## src/rtl/stc0_twiddle_sram_arb_pkg.sv

```systemverilog
// Shared definitions for the twiddle SRAM arbiter: grant encoding,
// default starvation limit and a saturating counter helper.
package stc0_twiddle_sram_arb_pkg;

  // Which requester owns the SRAM port in the current cycle.
  typedef enum logic [1:0] {
    GNT_IDLE  = 2'd0,
    GNT_READ  = 2'd1,
    GNT_WRITE = 2'd2
  } arb_gnt_e;

  // Lost-arbitration cycles a queued host write tolerates before it is forced.
  localparam int unsigned STC0_STARVE_LIMIT_DEFAULT = 8;

  // 16-bit increment that sticks at all-ones.
  function automatic logic [15:0] sat_inc16(input logic [15:0] v);
    return (v == 16'hFFFF) ? v : v + 16'd1;
  endfunction

endpackage

```

## src/rtl/stc0_sync_fifo.sv

```systemverilog
// Generic single-clock FIFO with registered head. DEPTH must be a power of 2.
// Push is ignored when full and pop is ignored when empty; both may happen
// in the same cycle. A pushed entry shows up at the head on the next cycle.
module stc0_sync_fifo #(
  parameter int unsigned WIDTH = 8,
  parameter int unsigned DEPTH = 4
) (
  input  logic             clk_i,
  input  logic             rst_ni,
  input  logic             push_i,
  input  logic [WIDTH-1:0] wdata_i,
  input  logic             pop_i,
  output logic [WIDTH-1:0] rdata_o,
  output logic             full_o,
  output logic             empty_o
);

  localparam int unsigned PW = (DEPTH > 1) ? $clog2(DEPTH) : 1;
  localparam logic [PW-1:0] PTR_ONE = PW'(1);
  localparam logic [PW:0] CNT_ONE = (PW + 1)'(1);
  localparam logic [PW:0] CNT_MAX = (PW + 1)'(DEPTH);

  logic [WIDTH-1:0] mem_q [DEPTH];
  logic [PW-1:0]    wptr_q, wptr_d;
  logic [PW-1:0]    rptr_q, rptr_d;
  logic [PW:0]      cnt_q, cnt_d;
  logic             push_ok;
  logic             pop_ok;

  assign full_o  = (cnt_q == CNT_MAX);
  assign empty_o = (cnt_q == '0);
  assign push_ok = push_i && !full_o;
  assign pop_ok  = pop_i && !empty_o;
  assign rdata_o = mem_q[rptr_q];

  // Pointer and occupancy next-state.
  always_comb begin
    wptr_d = wptr_q;
    rptr_d = rptr_q;
    cnt_d  = cnt_q;
    if (push_ok) wptr_d = wptr_q + PTR_ONE;
    if (pop_ok)  rptr_d = rptr_q + PTR_ONE;
    case ({push_ok, pop_ok})
      2'b10:   cnt_d = cnt_q + CNT_ONE;
      2'b01:   cnt_d = cnt_q - CNT_ONE;
      default: cnt_d = cnt_q;
    endcase
  end

  // Pointer and occupancy registers; reset empties the FIFO.
  always_ff @(posedge clk_i or negedge rst_ni) begin
    if (!rst_ni) begin
      wptr_q <= '0;
      rptr_q <= '0;
      cnt_q  <= '0;
    end else begin
      wptr_q <= wptr_d;
      rptr_q <= rptr_d;
      cnt_q  <= cnt_d;
    end
  end

  // Storage array; contents are meaningless until written, so no reset.
  always_ff @(posedge clk_i) begin
    if (push_ok) mem_q[wptr_q] <= wdata_i;
  end

endmodule

```

## src/rtl/stc0_twiddle_sram_arb.sv

```systemverilog
// Twiddle SPRAM arbiter: butterfly reads win, host writes are queued in a
// small FIFO and forced through after STARVE_LIMIT consecutive lost cycles.
// Optional statistics (ConflictCnt/ForceCnt) under STC0_TWARB_STATS_EN.
module stc0_twiddle_sram_arb
  import stc0_twiddle_sram_arb_pkg::*;
#(
  parameter int unsigned DW           = 32,
  parameter int unsigned AW           = 7,
  parameter int unsigned WFIFO_DEPTH  = 4,
  parameter int unsigned STARVE_LIMIT = STC0_STARVE_LIMIT_DEFAULT
) (
  input  logic          Clk,
  input  logic          ARstn,
  input  logic [AW-1:0] HWAddr,
  input  logic [DW-1:0] HWData,
  input  logic          HWValid,
  output logic          HWReady,
  input  logic          BRdReq,
  input  logic [AW-1:0] BRdAddr,
  output logic          BRdGnt,
  output logic [DW-1:0] BRdData,
  output logic          BRdValid,
  output logic          Csb,
  output logic          Web,
  output logic [AW-1:0] SAddr,
  output logic [DW-1:0] SDin,
  input  logic [DW-1:0] SDout,
  output logic          Busy
`ifdef STC0_TWARB_STATS_EN
  ,
  output logic [15:0]   ConflictCnt,
  output logic [15:0]   ForceCnt
`endif
);

  // Handshake: a host write is accepted on a cycle with HWValid && HWReady;
  // a butterfly read is issued on a cycle with BRdReq && BRdGnt, and a
  // denied read must be held by the requester until granted.

  localparam int unsigned SW = $clog2(STARVE_LIMIT + 1);
  localparam logic [SW-1:0] STARVE_MAX = SW'(STARVE_LIMIT);
  localparam logic [SW-1:0] STARVE_ONE = SW'(1);

  logic             run_q;
  logic [SW-1:0]    starve_q, starve_d;
  logic [AW-1:0]    saddr_q, saddr_d;
  logic [DW-1:0]    sdin_q, sdin_d;
  logic             rvalid_q;
  arb_gnt_e         gnt;

  logic             fifo_full;
  logic             fifo_empty;
  logic [AW+DW-1:0] fifo_head;
  logic [AW-1:0]    head_addr;
  logic [DW-1:0]    head_data;
  logic             push_w;
  logic             pop_w;
  logic             busy_w;
  logic             force_w;

  // run_q holds HWReady and arbitration off until the first edge after reset.
  assign HWReady   = run_q && !fifo_full;
  assign push_w    = HWValid && HWReady;
  assign pop_w     = (gnt == GNT_WRITE);
  assign busy_w    = !fifo_empty;
  assign force_w   = (starve_q == STARVE_MAX);
  assign head_addr = fifo_head[AW+DW-1:DW];
  assign head_data = fifo_head[DW-1:0];

  stc0_sync_fifo #(
    .WIDTH (AW + DW),
    .DEPTH (WFIFO_DEPTH)
  ) u_wfifo (
    .clk_i   (Clk),
    .rst_ni  (ARstn),
    .push_i  (push_w),
    .wdata_i ({HWAddr, HWData}),
    .pop_i   (pop_w),
    .rdata_o (fifo_head),
    .full_o  (fifo_full),
    .empty_o (fifo_empty)
  );

  // Grant decision: reads first unless a starved write is pending.
  always_comb begin
    gnt = GNT_IDLE;
    if (run_q) begin
      if (BRdReq && !(force_w && busy_w)) gnt = GNT_READ;
      else if (busy_w)                    gnt = GNT_WRITE;
    end
  end

  // SRAM port drive; address/data hold their last values while idle.
  always_comb begin
    saddr_d = saddr_q;
    sdin_d  = sdin_q;
    case (gnt)
      GNT_READ:  saddr_d = BRdAddr;
      GNT_WRITE: begin
        saddr_d = head_addr;
        sdin_d  = head_data;
      end
      default: ;
    endcase
  end

  assign Csb      = (gnt == GNT_IDLE);
  assign Web      = (gnt != GNT_WRITE);
  assign BRdGnt   = (gnt == GNT_READ);
  assign SAddr    = saddr_d;
  assign SDin     = sdin_d;
  assign BRdValid = rvalid_q;
  assign BRdData  = SDout;
  assign Busy     = busy_w;

  // Starvation count: grows while a write waits behind reads, clears on a
  // write issue or when nothing is queued.
  always_comb begin
    starve_d = starve_q;
    if (pop_w || !busy_w)                   starve_d = '0;
    else if (BRdGnt && !force_w)            starve_d = starve_q + STARVE_ONE;
  end

  // Control and port-holding registers.
  always_ff @(posedge Clk or negedge ARstn) begin
    if (!ARstn) begin
      run_q    <= 1'b0;
      starve_q <= '0;
      saddr_q  <= '0;
      sdin_q   <= '0;
      rvalid_q <= 1'b0;
    end else begin
      run_q    <= 1'b1;
      starve_q <= starve_d;
      saddr_q  <= saddr_d;
      sdin_q   <= sdin_d;
      rvalid_q <= BRdGnt;
    end
  end

`ifdef STC0_TWARB_STATS_EN
  logic [15:0] conflict_q;
  logic [15:0] force_q;
  logic        conflict_w;
  logic        forced_w;

  assign conflict_w  = run_q && BRdReq && busy_w;
  assign forced_w    = pop_w && force_w && BRdReq;
  assign ConflictCnt = conflict_q;
  assign ForceCnt    = force_q;

  // Saturating contention and forced-write counters.
  always_ff @(posedge Clk or negedge ARstn) begin
    if (!ARstn) begin
      conflict_q <= '0;
      force_q    <= '0;
    end else begin
      if (conflict_w) conflict_q <= sat_inc16(conflict_q);
      if (forced_w)   force_q    <= sat_inc16(force_q);
    end
  end
`else
  // Statistics counters are not built in this configuration.
`endif

endmodule

```

## config.mk

```make
export PLATFORM = sky130hd
export DESIGN_NAME = stc0_twiddle_sram_arb
export DESIGN_NICKNAME = d
export VERILOG_FILES = /design/src/rtl/stc0_twiddle_sram_arb_pkg.sv /design/src/rtl/stc0_sync_fifo.sv /design/src/rtl/stc0_twiddle_sram_arb.sv
export SDC_FILE = /design/constraint.sdc
export NUM_CORES = 1
export LEC_CHECK = 0
export ABC_AREA = 1
export ABC_CLOCK_PERIOD_IN_PS = 6200
export CAP_MARGIN = 0
export CELL_PAD_IN_SITES_DETAIL_PLACEMENT = 1
export CELL_PAD_IN_SITES_GLOBAL_PLACEMENT = 2
export CORE_MARGIN = 3
export CORE_UTILIZATION = 36
export CTS_CLUSTER_SIZE = 24
export DETAILED_ROUTE_END_ITERATION = 6
export GPL_TIMING_DRIVEN = 0
export PLACE_DENSITY = 0.93
export SYNTH_ARGS = -nofsm -noshare
export SYNTH_HDL_FRONTEND = slang
export SYNTH_SLANG_ARGS = --single-unit
```

## constraint.sdc

```tcl
create_clock -name Clk -period 6.2 [get_ports Clk]
set_input_delay 1.24 -clock Clk [delete_from_list [all_inputs] [get_ports Clk]]
set_output_delay 1.24 -clock Clk [all_outputs]
set_load 0.02 [all_outputs]
```

==> results.py <==
metrics = {
    "logic_synthesis": {
        "synthesis.instances": 748,
        "yosys_warnings": 0,
        "synth-seq-area-share_pct": 70.60,
        "postSynthNetCount": 841,
        "ys_types": 23,
        "ys_ff_latch": 208,
        "syn_area_per_cell_um2": 11.33,
        "synth_area_mm2": 0.008478,
    },
    "cells_and_area": {
        "layout.nets": 996,
        "final-seq-area_mm2": 0.005986,
        "multi_input_combinational_cell_area_mm2": 0.001913,
        "post_route_utilization_pct": 47.99,
        "n_fill_cell": 2429,
        "layout-drive-gt1-share_pct": 10.57,
        "final_cell_mix": "156 x edfxtp_1, 154 x nand2_1, 125 x clkdlybuf4s50_1",
        "final_common_cell": "edfxtp_1",
        "synthToLayoutAreaGrowth_pct": 29.72,
    },
    "setup_path": {
        "crit_path_top_delay_cell": "clkdlybuf4s50_1",
        "slowest_delay_ps": 610,
        "worst_path_cell_trace": "clkdlybuf4s50_1 > o21ai_0 > nand3_1 > inv_1 > ha_1 > buf_2 > buf_1 > nand2_1 > nand2_1 > clkdlybuf4s50_1",
        "worst_ep_arrival_time_ps": 3950,
        "cp_max_fo": 10,
        "critical_path_class": "primary input to output port",
        "r2r_cells": 18,
        "endpoint_kind": "output port",
        "crit_required_ps": 4960,
        "worst_setup_path_startpoint": "BRdReq",
        "worstReg2RegStart": "starve_q[0]$_DFFE_PN0P_",
        "critical_path_launch_point_type": "primary input",
    },
    "global_routing": {
        "global_route_wire_length_before_repair_mm": 35.05,
        "grt_max_degree": 36,
        "grt_pass1_vias": 6426,
        "global_route.usage.total_pct": 17.23,
        "overflow": 0,
        "grt_antenna_before_repair": 2,
    },
    "placed_design": {
        "place.gp.congestion": 0.7293,
        "detailedPlacementHpwl_mm": 14.72,
        "placement.io_buffers": 126,
    },
    "timing": {
        "setup_tns_ps": 0,
        "slew_headroom_pct": 58.27,
        "final-hold-violation-count": 0,
        "clock_skew_ps": 6.927,
        "grt_setup_unrepaired": "false",
        "setup_viol": 0,
        "fmax_mhz": 192.7,
        "min_period_over_period_pct": 83.68,
        "slew_at_the_pin_with_the_worst_max_slew_slack_ps": 624.4,
        "finalMaxSlewViolations": 0,
        "fin_crit_ps": 5188,
    },
    "hold_path": {
        "worst_hold_path_cells": 2,
        "min_path_type": "flop to flop",
        "hold_path.startpoint": "sdin_q[24]$_DFF_PN0_",
    },
    "clocking": {
        "ctsResizeCount": 0,
        "cts_buffer_depth": 3,
        "cts_setup_buffers": 0,
        "post_cts_hold_buffers": 0,
        "tritoncts": "yes",
        "clkLatencyLatePin_ps": 500,
        "clkSinkCount": 208,
        "numCtsBuffers": 22,
        "cts_max_level": 1,
        "clockRootBuffer": "clkbuf_16",
        "clkSlewWorstSetupHoldPaths_ps": 60,
    },
    "drt": {
        "wl_per_cell_um": 17.94,
        "detail_route.wirelength_mm": 22.10,
        "via_per_inst": 4.787,
        "drt_iter0_markers": 325,
        "firstDrtPassIters": 4,
        "route.detailed.drc": 0,
        "final_antenna_net_count": 0,
        "route.vias.total": 5898,
    },
    "pwr": {
        "power.static_leakage_nw": 4.359,
        "power.total_mw": 4.910,
        "max_ir_drop_vdd_mv": 0.2701,
        "p_per_area_mw_per_mm2": 446.5,
    },
    "job": {
        "max_cap_violations": 0,
    },
    "die": {
        "die-height_um": 159.5,
        "site_rows": 55,
        "die_area_mm2": 0.02543,
        "floorplan.initialDensity_pct": 37.00,
        "die-width_um": 159.5,
        "core_area_mm2": 0.02292,
        "pin_count": 159,
    },
    "run_status": {
        "result_of_the_run": "completed",
    },
}
-- metrics by stage --
stage / area, µm² / setup slack, ps / std cells / hold WS [ps]
2_1_floorplan: 8478 / 2384 / 748 / 468.4
3_3_place_gp: 10130 / 724.2 / 1187 / 458.2
3_5_place_dp: 10260 / 980.0 / 1192 / 462.2
4_1_cts: 11000 / 959.6 / 1231 / 479.0
5_1_grt: 11000 / 797.7 / 1231 / 501.0
6_report: 11000 / 1012 / 1232 / 471.9
-- state kept, by name (all words and copies together) (netlist names) --
register        count
u_wfifo.cnt_q       3
u_wfifo.rptr_q      2
BRdValid            1
saddr_q             7
starve_q            4
u_wfifo.wptr_q      2
run_q               1
u_wfifo.mem_q     156
sdin_q             32
-- area by class of cell --
cell class	count	area share, %
Inverter	52	1.798
Clock inverter	12	1.263
Clock buffer	27	5.461
Antenna cell	1	0.02275
Sequential cell	208	54.43
Multi-Input combinational cell	422	17.39
Buffer	66	3.743
Timing Repair Buffer	131	12.33
Tap cell	313	3.561
-- kinds of logic (layout without fill, tap and decap cells) --
kind of cell	count (synthesis)	after routing	synth area share [%]
simple gates	289	289	13.09
flops	208	208	70.60
buf+inv	118	288	7.187
compound gates	116	116	6.848
fa+ha+maj	11	11	1.712
xor+xnor	5	5	0.5165
other cells	1	2	0.04423
-- where the power goes --
group          total, mW  leakage (nW)  switching, mW  internal, mW
combinational       1.72          1.94           1.08         0.639
sequential          1.83          2.06         0.0738          1.76
clock               1.36         0.364          0.544         0.814
total               4.91          4.36           1.70          3.21
-- cells in the mapped netlist --
cell type	number	share of area, %
clkbuf_1	11	0.49
buf_2	14	0.83
edfxtp_1	156	55
nand2_1	154	6.8
buf_1	4	0.18
xnor2_1	1	0.10
conb_1	1	0.044
o21ai_0	72	4.3
inv_1	49	2.2
fa_1	1	0.24
xor2_1	4	0.41
nor2_1	116	5.1
buf_4	35	3.1
ha_1	10	1.5
inv_4	1	0.074
o21ai_1	28	1.7
buf_6	2	0.27
dfrtp_1	52	15
nand4_1	1	0.074
a21oi_1	16	0.94
nand3_1	18	1.1
inv_2	1	0.044
clkinv_1	1	0.044
-- worst paths after layout --
path                                           endpoint  slack (ps)
setup / recovery                               SDin[29]        1010
hold / removal                     sdin_q[24]$_DFF_PN0_         470
setup reg to reg           u_wfifo.cnt_q[2]$_DFFE_PN0P_        3280
hold reg to reg                    sdin_q[24]$_DFF_PN0_         470
max in group asynchronous          sdin_q[16]$_DFF_PN0_        4900
min in group asynchronous          saddr_q[1]$_DFF_PN0_         710
-- critical path, delay by kind of cell --
family                     cells  cell delay, ps
buffers and inverters          5            1880
and+or+nand+nor                3             440
adders and majority gates      1             290
AOI/OAI and AO/OA              1             100
-- layer usage --
metal	share of wire [%]	vias up	global-route usage, %
met3	5.3	24	3.070
li1	-	2775	-
met2	50	155	30.68
met5	0.12	-	0
met1	43	2940	22.12
met4	1.5	4	3.462
(Power assumes the default switching activity.)
==> RTL change 1 (config.mk and constraints unchanged) <==
Take the reset off `saddr_q` and `sdin_q` and load them in a clocked block of their own.
--- a/src/rtl/stc0_twiddle_sram_arb.sv
+++ b/src/rtl/stc0_twiddle_sram_arb.sv
@@ -126,16 +126,17 @@
     if (!ARstn) begin
       run_q    <= 1'b0;
       starve_q <= '0;
-      saddr_q  <= '0;
-      sdin_q   <= '0;
       rvalid_q <= 1'b0;
     end else begin
       run_q    <= 1'b1;
       starve_q <= starve_d;
-      saddr_q  <= saddr_d;
-      sdin_q   <= sdin_d;
       rvalid_q <= BRdGnt;
     end
+  end
+
+  always_ff @(posedge Clk) begin
+    saddr_q <= saddr_d;
+    sdin_q  <= sdin_d;
   end
 
 `ifdef STC0_TWARB_STATS_EN
Formal check against the unedited RTL: differs if ARstn is asserted again (counterexample within 4 cycles, from zero or initial values and one cycle with ARstn low); with ARstn held inactive, the same outputs for 10 cycles.
==> RTL change 1 against the unedited design <==
Worst setup slack worse by 9.0 ps; clock skew up 7.9 ps; largest cell class unchanged; count of clock-buffer cells in the layout up 4; design area down 2.5%; sequential power about the same; sequential cell count unchanged; power down 1.5%; wire length down 5.4%; sequential share of layout area down 0.45 points; clock power down 4%; synthesized area down 2.3%; highest routed layer is now met4; die area down 2.2%; hold slack worse by 24 ps.
==> RTL change 1: results (changes against the unedited design) <==
Post-DP Area - 10000 sq um (-2.4%)
worst reg-to-reg setup slack - 3310 ps (+30 ps)
slowest library cell on the worst path - clkdlybuf4s50_1
number of global-route vias before repair - 6101 (-5.1%)
post-CTS setup buffers - 0 (unchanged)
Synth cell types - 24 (+4.3%)
crit path DAT - 3960 ps (about the same)
Hold Path End - sdin_q[11]
Worst R2R End - u_wfifo.cnt_q[2]
number of flops mapped to enable cells by yosys - 156 (unchanged)
status - complete, no violations
final setup skew - 14.8 ps (+7.89 ps)
reg2reg path depth - 18 (unchanged)
PortBufs - 126 (unchanged)
share of the yosys chip area belonging to registers - 69.9% (-0.69 points)
Internal - 3180 uW (-1.0%)
DR iter-0 viols - 326 (+0.31%)
Vias/cell - 4.75 (-0.74%)
DP Wirelength - 13800 um (-6.0%)
Ant. Diodes - 0 (-1)
Crit Reg-Reg Startpoint - starve_q[0]
initial antenna violation count - 0 (-2)
Leakage - 0.00417 uW (-4.2%)
asr flop ratio synth - 6.25% (-19 points)
Synth top cells by count - edfxtp_1 (156), nand2_1 (154), nor2_1 (116), o21ai_0 (72), inv_1 (49)
fin nets - 995 (-0.10%)
hold_sp - sdin_q[11]
top flop regs - u_wfifo.mem_q: 156 flops, sdin_q: 32 flops, saddr_q: 7 flops
worst-path fanout max - 10 (unchanged)
Avg WL per Cell - 17.4 um (-2.8%)
endpoints failing setup - 0 (unchanged)
PostCTS Resize Cnt - 0 (unchanged)
Num CTS Buffers - 22 (unchanged)
worst skew pair latency - 500 ps (about the same)
worst slew pin tran - 771 ps (+147 ps)
H-tree depth - 1 (unchanged)
hold crit path type - reg -> reg
DR pass1 iterations - 5 (+1)
CP max stage delay - 620 ps
Hold Path Cell Cnt - 2 (unchanged)
worst-case clock buffer depth - 3 (unchanged)
synth top area cells - edfxtp_1 (57%), dfxtp_1 (9.4%), nand2_1 (7.0%), nor2_1 (5.3%), o21ai_0 (4.4%)
maximum vdd drop - 0.280 mV (+3.5%)
Placer Congestion - 0.734 (+0.69%)
Tot GR Track Use - 16.6% (-0.67 points)
largest net degree at the start of global routing - 30 (-17%)
layout cells sized above 1 - 10.0% (-0.54 points)
global-route wire length before repair - 32200 um (-8.2%)
syn nets - 841 (unchanged)
Clock Pin Slew Worst Setup and Hold Paths - 60 ps (about the same)
YS warnings - 0 (unchanged)
[RTL change 1: area by class of cell]
type	count	area (sq um)
multi-input cells	422	1910
clock buffers	31	616
well taps	280	350
clock inverters	9	100
inverters	52	198
flip-flops and latches	208	5790
repair buffers	130	1350
fillers	2333	11500
plain buffers	66	412
[RTL change 1: per-layer routing]
layer	track usage [%]	routed length (um)	vias up
met4	4.09	370	0
li1	-	-	2768
met2	30.8	10900	133
met1	20.0	8660	2766
met3	2.68	1000	26
met5	0	0	-
[RTL change 1: critical path: cells and delay by family]
family	cells	cell delay, ps
AND/OR/NAND/NOR	3	470
adder cells (fa/ha/maj)	1	300
AO/OA/AOI/OAI	1	100
buffers and inverters	5	1850
[RTL change 1: worst max path at each step]
stage	start	endpoint	slack (ps)	cells after the start
3_5_place_dp	BRdReq	SDin[18]	980	10
6_report	BRdReq	SDin[30]	1000	10
4_1_cts	BRdReq	SDin[30]	960	10
2_1_floorplan	BRdReq	SAddr[0]	2390	6
3_3_place_gp	HWValid	u_wfifo.mem_q[0][7]	780	3
5_1_grt	BRdReq	SDin[30]	790	10
[RTL change 1: kinds of logic (layout without fill, tap and decap cells)]
logic type                 Yosys count  count (layout)  share of synthesized area (%)
and+or+nand+nor                    289             289                           13.4
DFF                                208             208                           69.9
buffers and inverters              118             288                           7.36
AOI/OAI and AO/OA                  116             116                           7.01
adders and majority gates           11              11                           1.75
xor gates and xnor gates             5               5                          0.529
other                                1               1                         0.0453
[RTL change 1: power by group through the flow]
| stage | Combinational, uW | Sequential, uW | Clock, uW |
|---|---|---|---|
| after CTS | 1750 | 1840 | 1320 |
| after global placement | 1640 | 1860 | 0 |
| after floorplan | 1010 | 1850 | 0 |
| after global routing | 1910 | 1860 | 1380 |
| after detailed placement | 1720 | 1860 | 0 |
| final | 1710 | 1830 | 1300 |
[RTL change 1: per-stage QoR]
stage	hold slack, ps	cells	worst slack [ps]
global placement	435	1154	778
global route	475	1198	789
detailed placement	439	1158	984
finish	448	1198	1000
CTS	455	1198	962
floorplan	468	748	2390
==> RTL change 2 (same settings) <==
Without the edit above. Build with the macro `STC0_TWARB_STATS_EN` defined.
--- a/src/rtl/stc0_twiddle_sram_arb.sv
+++ b/src/rtl/stc0_twiddle_sram_arb.sv
@@ -1,6 +1,8 @@
 // Twiddle SPRAM arbiter: butterfly reads win, host writes are queued in a
 // small FIFO and forced through after STARVE_LIMIT consecutive lost cycles.
 // Optional statistics (ConflictCnt/ForceCnt) under STC0_TWARB_STATS_EN.
+`define STC0_TWARB_STATS_EN
+
 module stc0_twiddle_sram_arb
   import stc0_twiddle_sram_arb_pkg::*;
 #(
Behaviour (old outputs only; new: ConflictCnt and ForceCnt): unchanged (Yosys induction, for registers that start in step).
==> RTL change 2 against the unedited design <==
Synthesized cell count rose by 31%; global-route usage up 0.78 points; worst setup slack got worse by 120 ps; synthesized area is 23% higher; wire length increased by 29%; sequential cell count increased by 32; power is 12% higher; fmax down 2.3%; critical path depth is 1 lower; design area is 22% higher; utilization decreased by 0.28 points; clock skew increased by 22 ps; largest cell class unchanged; highest routed layer unchanged.
==> RTL change 2: results (changes against the unedited design) <==
status - complete, no violations
vias post-DR - 7679 (+30%)
syn nets - 1075 (+28%)
met2 wire len - 14300 um (+29%)
Synth Register Bits - 240 (+15%)
hold_sp - starve_q[0]
Layout fillers - 3045 (+25%)
maximum vdd drop - 0.267 mV (-1.1%)
Compound-Gate Fraction of Synth Area - 8.13% (+1.3 points)
layout cells sized above 1 - 12.1% (+1.5 points)
global-route wire length before repair - 44400 um (+27%)
Leakage - 0.00512 uW (+18%)
buffering overhead - 16.0% (-0.070 points)
worst skew pair latency - 560 ps (+60 ps)
Worst Setup EP - SDin[0]
Hold Path Cell Cnt - 1 (-1)
CP max stage delay - 680 ps (+70 ps)
Placer Congestion - 0.780 (+7.0%)
fin nets - 1267 (+27%)
Inverters - 48 (-7.7%)
hold slack - 503 ps (+31.3 ps)
Final clock-cell share - 5.96% (-0.76 points)
Synth top cells by count - nor2_1 (238), edfxtp_1 (156), nand2_1 (134), dfrtp_1 (84), o21ai_0 (83)
Sw Pwr - 1940 uW (+14%)
total wire length - 28500 um (+29%)
RTL change 2: cell types whose count changed in the layout (fill, tap and decap cells not counted), sizes merged, moves of 6 or more:
cell / delta
dfrtp: +32
a31oi: +32
nor2: +134
clkbuf: +20
nand3b: +6
clkdlybuf4s50: +32
xor2: +7
nand4: +9
RTL change 2: per-stage QoR:
stage	utilization (%)	cells	setup WS, ps	area, sq um	total power, uW
4_1_cts	47.7	1568	832	13400	5570
5_1_grt	47.7	1568	660	13400	5830
3_5_place_dp	44.9	1521	846	12600	4070
6_report	47.7	1569	889	13400	5490
3_3_place_gp	44.4	1516	141	12500	3970
2_1_floorplan	-	980	2470	10400	3220
RTL change 2: power by group through the flow:
stage | Clock [uW] | Sequential, uW | Combinational, uW
after floorplan | 0 | 2130 | 1090
after global placement | 0 | 2130 | 1840
after detailed placement | 0 | 2130 | 1930
after CTS | 1520 | 2110 | 1950
after global routing | 1580 | 2130 | 2120
final | 1470 | 2100 | 1910
